`config.mk`:
```
export PLATFORM = sky130hd
export DESIGN_NAME = crc32_stream
export DESIGN_NICKNAME = d
export VERILOG_FILES = /design/src/rtl/crc32_stream.sv
export SDC_FILE = /design/constraint.sdc
export NUM_CORES = 1
export LEC_CHECK = 0
export CORE_UTILIZATION = 56
export CTS_BUF_LIST = sky130_fd_sc_hd__clkbuf_2
export DETAILED_ROUTE_END_ITERATION = 10
export PLACE_DENSITY_LB_ADDON = 0.15
export SLEW_MARGIN = 10
export SYNTH_ARGS = -nofsm -noshare
export SYNTH_HDL_FRONTEND = slang
export SYNTH_SLANG_ARGS = --single-unit
```
`constraint.sdc`:
```
create_clock -name clk_i -period 13.1 [get_ports clk_i]
set_input_delay 2.62 -clock clk_i [delete_from_list [all_inputs] [get_ports clk_i]]
set_output_delay 2.62 -clock clk_i [all_outputs]
set_load 0.01 [all_outputs]
```
`src/rtl/crc32_stream.sv`:
```
// ============================================================================
// crc32_stream : streaming reflected CRC-32 (0xEDB88320), DATA_W bits per beat
// Optional CRC32_STREAM_CHECK_EN adds match_o (FCS residue check). Rev 1.0
// ============================================================================
`default_nettype none

module crc32_stream #(
  parameter int          DATA_W = 32,
  parameter logic [31:0] INIT   = 32'hFFFFFFFF,
  parameter logic [31:0] XOROUT = 32'hFFFFFFFF
) (
  input  logic                  clk_i,
  input  logic                  rst_i,
  input  logic                  start_i,
  input  logic                  valid_i,
  input  logic [DATA_W-1:0]     data_i,
  input  logic [DATA_W/8-1:0]   keep_i,
  input  logic                  last_i,
  output logic                  ready_o,
  output logic [31:0]           crc_o,
  output logic                  crc_valid_o
`ifdef CRC32_STREAM_CHECK_EN
  ,
  output logic                  match_o
`endif
);

  localparam int          NB      = DATA_W / 8;
  localparam logic [31:0] POLY    = 32'hEDB88320;
  localparam logic [31:0] RESIDUE = 32'hDEBB20E3;

  localparam logic [1:0] S_IDLE = 2'd0;
  localparam logic [1:0] S_RUN  = 2'd1;
  localparam logic [1:0] S_DONE = 2'd2;

  logic [1:0]  state_q, state_d;
  logic [31:0] crc_q, crc_d;
  logic [31:0] crc_out_q;
  logic        finish;
  logic [NB:0][31:0] stage;

  function automatic logic [31:0] crc_byte(input logic [31:0] c, input logic [7:0] b);
    logic [31:0] r;
    r = c ^ {24'h0, b};
    for (int i = 0; i < 8; i++) begin
      r = r[0] ? ((r >> 1) ^ POLY) : (r >> 1);
    end
    return r;
  endfunction

  // A new frame folds onto INIT even when a frame is already in progress.
  assign stage[0] = start_i ? INIT : crc_q;

  generate
    for (genvar b = 0; b < NB; b++) begin : g_byte
      assign stage[b+1] = (!last_i || keep_i[b]) ? crc_byte(stage[b], data_i[8*b +: 8])
                                                 : stage[b];
    end
  endgenerate

  always_ff @(posedge clk_i) begin
    if (rst_i) begin
      state_q   <= S_IDLE;
      crc_q     <= INIT;
      crc_out_q <= 32'h0;
    end else begin
      state_q <= state_d;
      crc_q   <= crc_d;
      if (finish) begin
        crc_out_q <= crc_d ^ XOROUT;
      end
    end
  end

  always_comb begin
    state_d = state_q;
    crc_d   = crc_q;
    case (state_q)
      S_IDLE, S_RUN: begin
        if (start_i || (state_q == S_RUN && valid_i)) begin
          crc_d   = valid_i ? stage[NB] : INIT;
          state_d = (valid_i && last_i) ? S_DONE : S_RUN;
        end
      end
      S_DONE:  state_d = S_IDLE;
      default: state_d = S_IDLE;
    endcase
  end

  assign finish = (state_d == S_DONE) && (state_q != S_DONE);

  always_comb begin
    ready_o     = !rst_i && (state_q != S_DONE);
    crc_valid_o = (state_q == S_DONE);
    crc_o       = crc_out_q;
  end

`ifdef CRC32_STREAM_CHECK_EN
  logic match_q;

  always_ff @(posedge clk_i) begin
    if (rst_i) begin
      match_q <= 1'b0;
    end else if (finish) begin
      match_q <= (crc_d == RESIDUE);
    end
  end

  assign match_o = match_q;
`endif

endmodule

`default_nettype wire

```
==> flow_summary.toml <==
[global_route]
number_of_global_route_vias_before_repair = 7282
overall_global_routing_resource_usage_pct = 35.6
grt_pass1_wl_um = 42900
grt_antenna_before_repair = 0
global_route.overflow_total = 0
largest_net_degree_at_the_start_of_global_routing = 83

[detailed_routing]
per_cell_routed_wire_length_um = 22.0
wirelength_um = 28100
drc = 0
detail-route-antenna-nets = 0
detailedRoute.firstIterationViolations = 886
dr_total_vias = 8032
drt-pass1-iter-count = 8
drt-vias-per-instance = 6.28

[clock_tree]
cts_resized = 0
hold_buffer_count_at_cts = 0
cts_made_buffers = 9
ctsRootBufferMaster = "sky130_fd_sc_hd__clkbuf_2"
clock_sink_count = 66
cts_max_level = 3
clk_latency_ns = 0.50
cts.path.max_buffers = 2
clkSlewWorstSetupHoldPaths_ns = 0.18
post_cts.repair.setup_buffers = 0
cts_tree = "built"

[sta]
final_cycle_utilization_of_the_critical_path_pct = 69.1
final.setup_skew_ns = 0.0176
max-slew-margin-rel_pct = 24.7
worst_slew_pin_slew_ns = 1.12
min_period_ns = 9.06
finalSetupViolations = 0
rsz_0062_raised_after_global_routing = "false"
hold_viol_final = 0
drv_slew = 0
fin_setup_tns_ns = 0
fmaxAchievable_mhz = 110

[job]
drv.max_cap_violation_count = 0

[setup_path]
worstSetupEndpointType = "register"
critical_path_class = "primary input to register"
cp_data_arrival_time_ns = 9.42
timing.reg2reg.worst_path_depth = 16
rr_startpoint = "crc_q[0]"
reg2reg_slack_ns = 6.25
critPathMaxFanout = 82
startpoint_type = "primary input"
r2r_end = "crc_o[25]"
crit_path_start = "start_i"
critical_path_required_ns = 13.47
worst_setup_path_endpoint = "crc_o[25]"

[cells_and_area]
commonest_cells_after_routing_fill_and_taps_aside = "148 x sky130_fd_sc_hd__nor2_1, 143 x sky130_fd_sc_hd__xnor2_1, 72 x sky130_fd_sc_hd__clkdlybuf4s50_1"
final_nets = 1128
layout-area-overhead-vs-synth_pct = 9.95
post_route_cells_drive_above_1_share_pct = 8.71
antenna_cells_inserted = 0
mostFrequentLayoutCell = "sky130_fd_sc_hd__nor2_1"

[floorplan]
io-pin-count = 75
die_height_um = 126
core_area_um2 = 15100
placement_rows = 45
fp.dieArea_um2 = 15900
start_util_pct = 57.1
die_w_um = 126

[place]
place_hpwl_um = 21700
io_buffers = 74
gpl.final_weighted_congestion = 0.969

[logic_synthesis]
netlist-cell-type-count = 82
mappedNetlistArea_um2 = 8650
synth_warnings = 0
synth_edf_count = 0
synthesis.instances = 1065
netlist_top_cells_area = "sky130_fd_sc_hd__dfxtp_1 15%, sky130_fd_sc_hd__xnor2_1 14%, sky130_fd_sc_hd__xnor3_1 9.6%"
synth_area_per_cell_um2 = 8.12
synth_fp_nets = 1106
synth-main-ff-cell = "sky130_fd_sc_hd__dfxtp_1"
synth_seq_cells = 66
ys_seq_area_share_pct = 15.3
synthDominantCellAreaShare_pct = 15.3
async_reset_ff_share_pct = 0
synth_top_cell_by_area = "sky130_fd_sc_hd__dfxtp_1"

[min_path]
worst_hold_check_path_type = "register to register"

[status]
run_status = "completed"
## state kept, by name, indices dropped and copies added, names as in the netlist, named ones only
signal,flops
crc_o,32
crc_q,27
state_q,2
## cell usage after synthesis, types with 5 or more instances
master                     number
sky130_fd_sc_hd__xor2_2         5
sky130_fd_sc_hd__mux2i_1       20
sky130_fd_sc_hd__nand2_1       58
sky130_fd_sc_hd__o21bai_1       5
sky130_fd_sc_hd__or2_2         23
sky130_fd_sc_hd__dfxtp_1       66
sky130_fd_sc_hd__o21ai_0       43
sky130_fd_sc_hd__and3_1         9
sky130_fd_sc_hd__xnor2_2        7
sky130_fd_sc_hd__nand3_1       23
sky130_fd_sc_hd__a21oi_1       71
sky130_fd_sc_hd__xor3_1        13
sky130_fd_sc_hd__a31oi_1        9
sky130_fd_sc_hd__nor2b_1        5
sky130_fd_sc_hd__nor3b_1        6
sky130_fd_sc_hd__clkbuf_1      52
sky130_fd_sc_hd__nand4_1        5
sky130_fd_sc_hd__a21o_1        10
sky130_fd_sc_hd__nor3_1        31
sky130_fd_sc_hd__buf_2         16
sky130_fd_sc_hd__inv_1          8
sky130_fd_sc_hd__o22ai_1       10
sky130_fd_sc_hd__nand2b_1      11
sky130_fd_sc_hd__xnor2_1      143
sky130_fd_sc_hd__o211ai_1       8
sky130_fd_sc_hd__xor2_1        57
sky130_fd_sc_hd__a221oi_1       9
sky130_fd_sc_hd__nor2_1       148
sky130_fd_sc_hd__and2_1         6
sky130_fd_sc_hd__buf_1          6
sky130_fd_sc_hd__xnor3_1       37
sky130_fd_sc_hd__nor4_1         9
sky130_fd_sc_hd__o21a_1         5
sky130_fd_sc_hd__or3_1         15
sky130_fd_sc_hd__a211oi_1      31
## critical path, cell delays in order
cell                       delay [ns]
sky130_fd_sc_hd__buf_2           0.08
sky130_fd_sc_hd__buf_4           0.57
sky130_fd_sc_hd__inv_1           0.54
sky130_fd_sc_hd__a21boi_0        0.57
sky130_fd_sc_hd__nor4b_1         0.14
sky130_fd_sc_hd__nor4_1          0.47
sky130_fd_sc_hd__and2_1          0.43
sky130_fd_sc_hd__xnor3_1         0.46
sky130_fd_sc_hd__a21oi_1         0.40
sky130_fd_sc_hd__xnor2_2         0.31
sky130_fd_sc_hd__xor2_1          0.42
sky130_fd_sc_hd__xnor3_1         0.29
sky130_fd_sc_hd__o21ai_1         0.29
sky130_fd_sc_hd__xor2_2          0.39
sky130_fd_sc_hd__xnor3_1         0.62
sky130_fd_sc_hd__xnor2_1         0.20
sky130_fd_sc_hd__a221oi_1        0.45
sky130_fd_sc_hd__a211oi_1        0.14
## layer usage
| layer | up-vias | share of wire (%) | wire, um | track usage (%) |
|---|---|---|---|---|
| met5 | - | 0 | 0 | 0 |
| met4 | 0 | 4.8 | 1350 | 15.7 |
| met3 | 73 | 7.5 | 2110 | 3.87 |
| met2 | 358 | 44 | 12500 | 55.2 |
| met1 | 3802 | 43 | 12200 | 49.9 |
| li1 | 3799 | - | - | - |
## worst min path at each step
stage          startpoint   endpoint  slack (ns)  cells after the start
2_1_floorplan   crc_q[26]  crc_q[26]        0.47                      1
3_5_place_dp    crc_o[27]  crc_o[27]        0.45                      2
4_1_cts         crc_o[27]  crc_o[27]        0.48                      2
5_1_grt         crc_o[10]  crc_o[10]        0.50                      2
6_report        crc_o[30]  crc_o[30]        0.48                      2
3_3_place_gp    crc_o[10]  crc_o[10]        0.45                      2
## through the flow
stage / setup slack (ns) / utilization [%] / cell area, um2 / hold WS, ns / instances
2_1_floorplan: 5.42 / - / 8650 / 0.472 / 1065
3_3_place_gp: 3.65 / 62.1 / 9410 / 0.449 / 1264
3_5_place_dp: 3.66 / 62.1 / 9410 / 0.448 / 1264
4_1_cts: 4.18 / 62.8 / 9510 / 0.479 / 1279
5_1_grt: 3.58 / 62.8 / 9510 / 0.495 / 1279
6_report: 4.04 / 62.8 / 9510 / 0.476 / 1279
## cell type report
type	count	area [um2]
multi-input combinational	913	6980
clock buffer	9	45.0
sequential	66	1320
timing repair buffer	89	843
tap	188	235
fill	1406	5640
clock inverter	6	58.8
inverter	8	30.0
## kinds of logic after synthesis
group	after synthesis	synth area share, %
compound gates	253	19.6
xor+xnor	266	36.9
buf+inv	86	4.20
flops	66	15.3
mux	26	3.38
simple gates	368	20.7
Power is left out: the tool's default activity adds up to more than one toggle a clock period on the data nets, which glitch-free logic cannot reach.
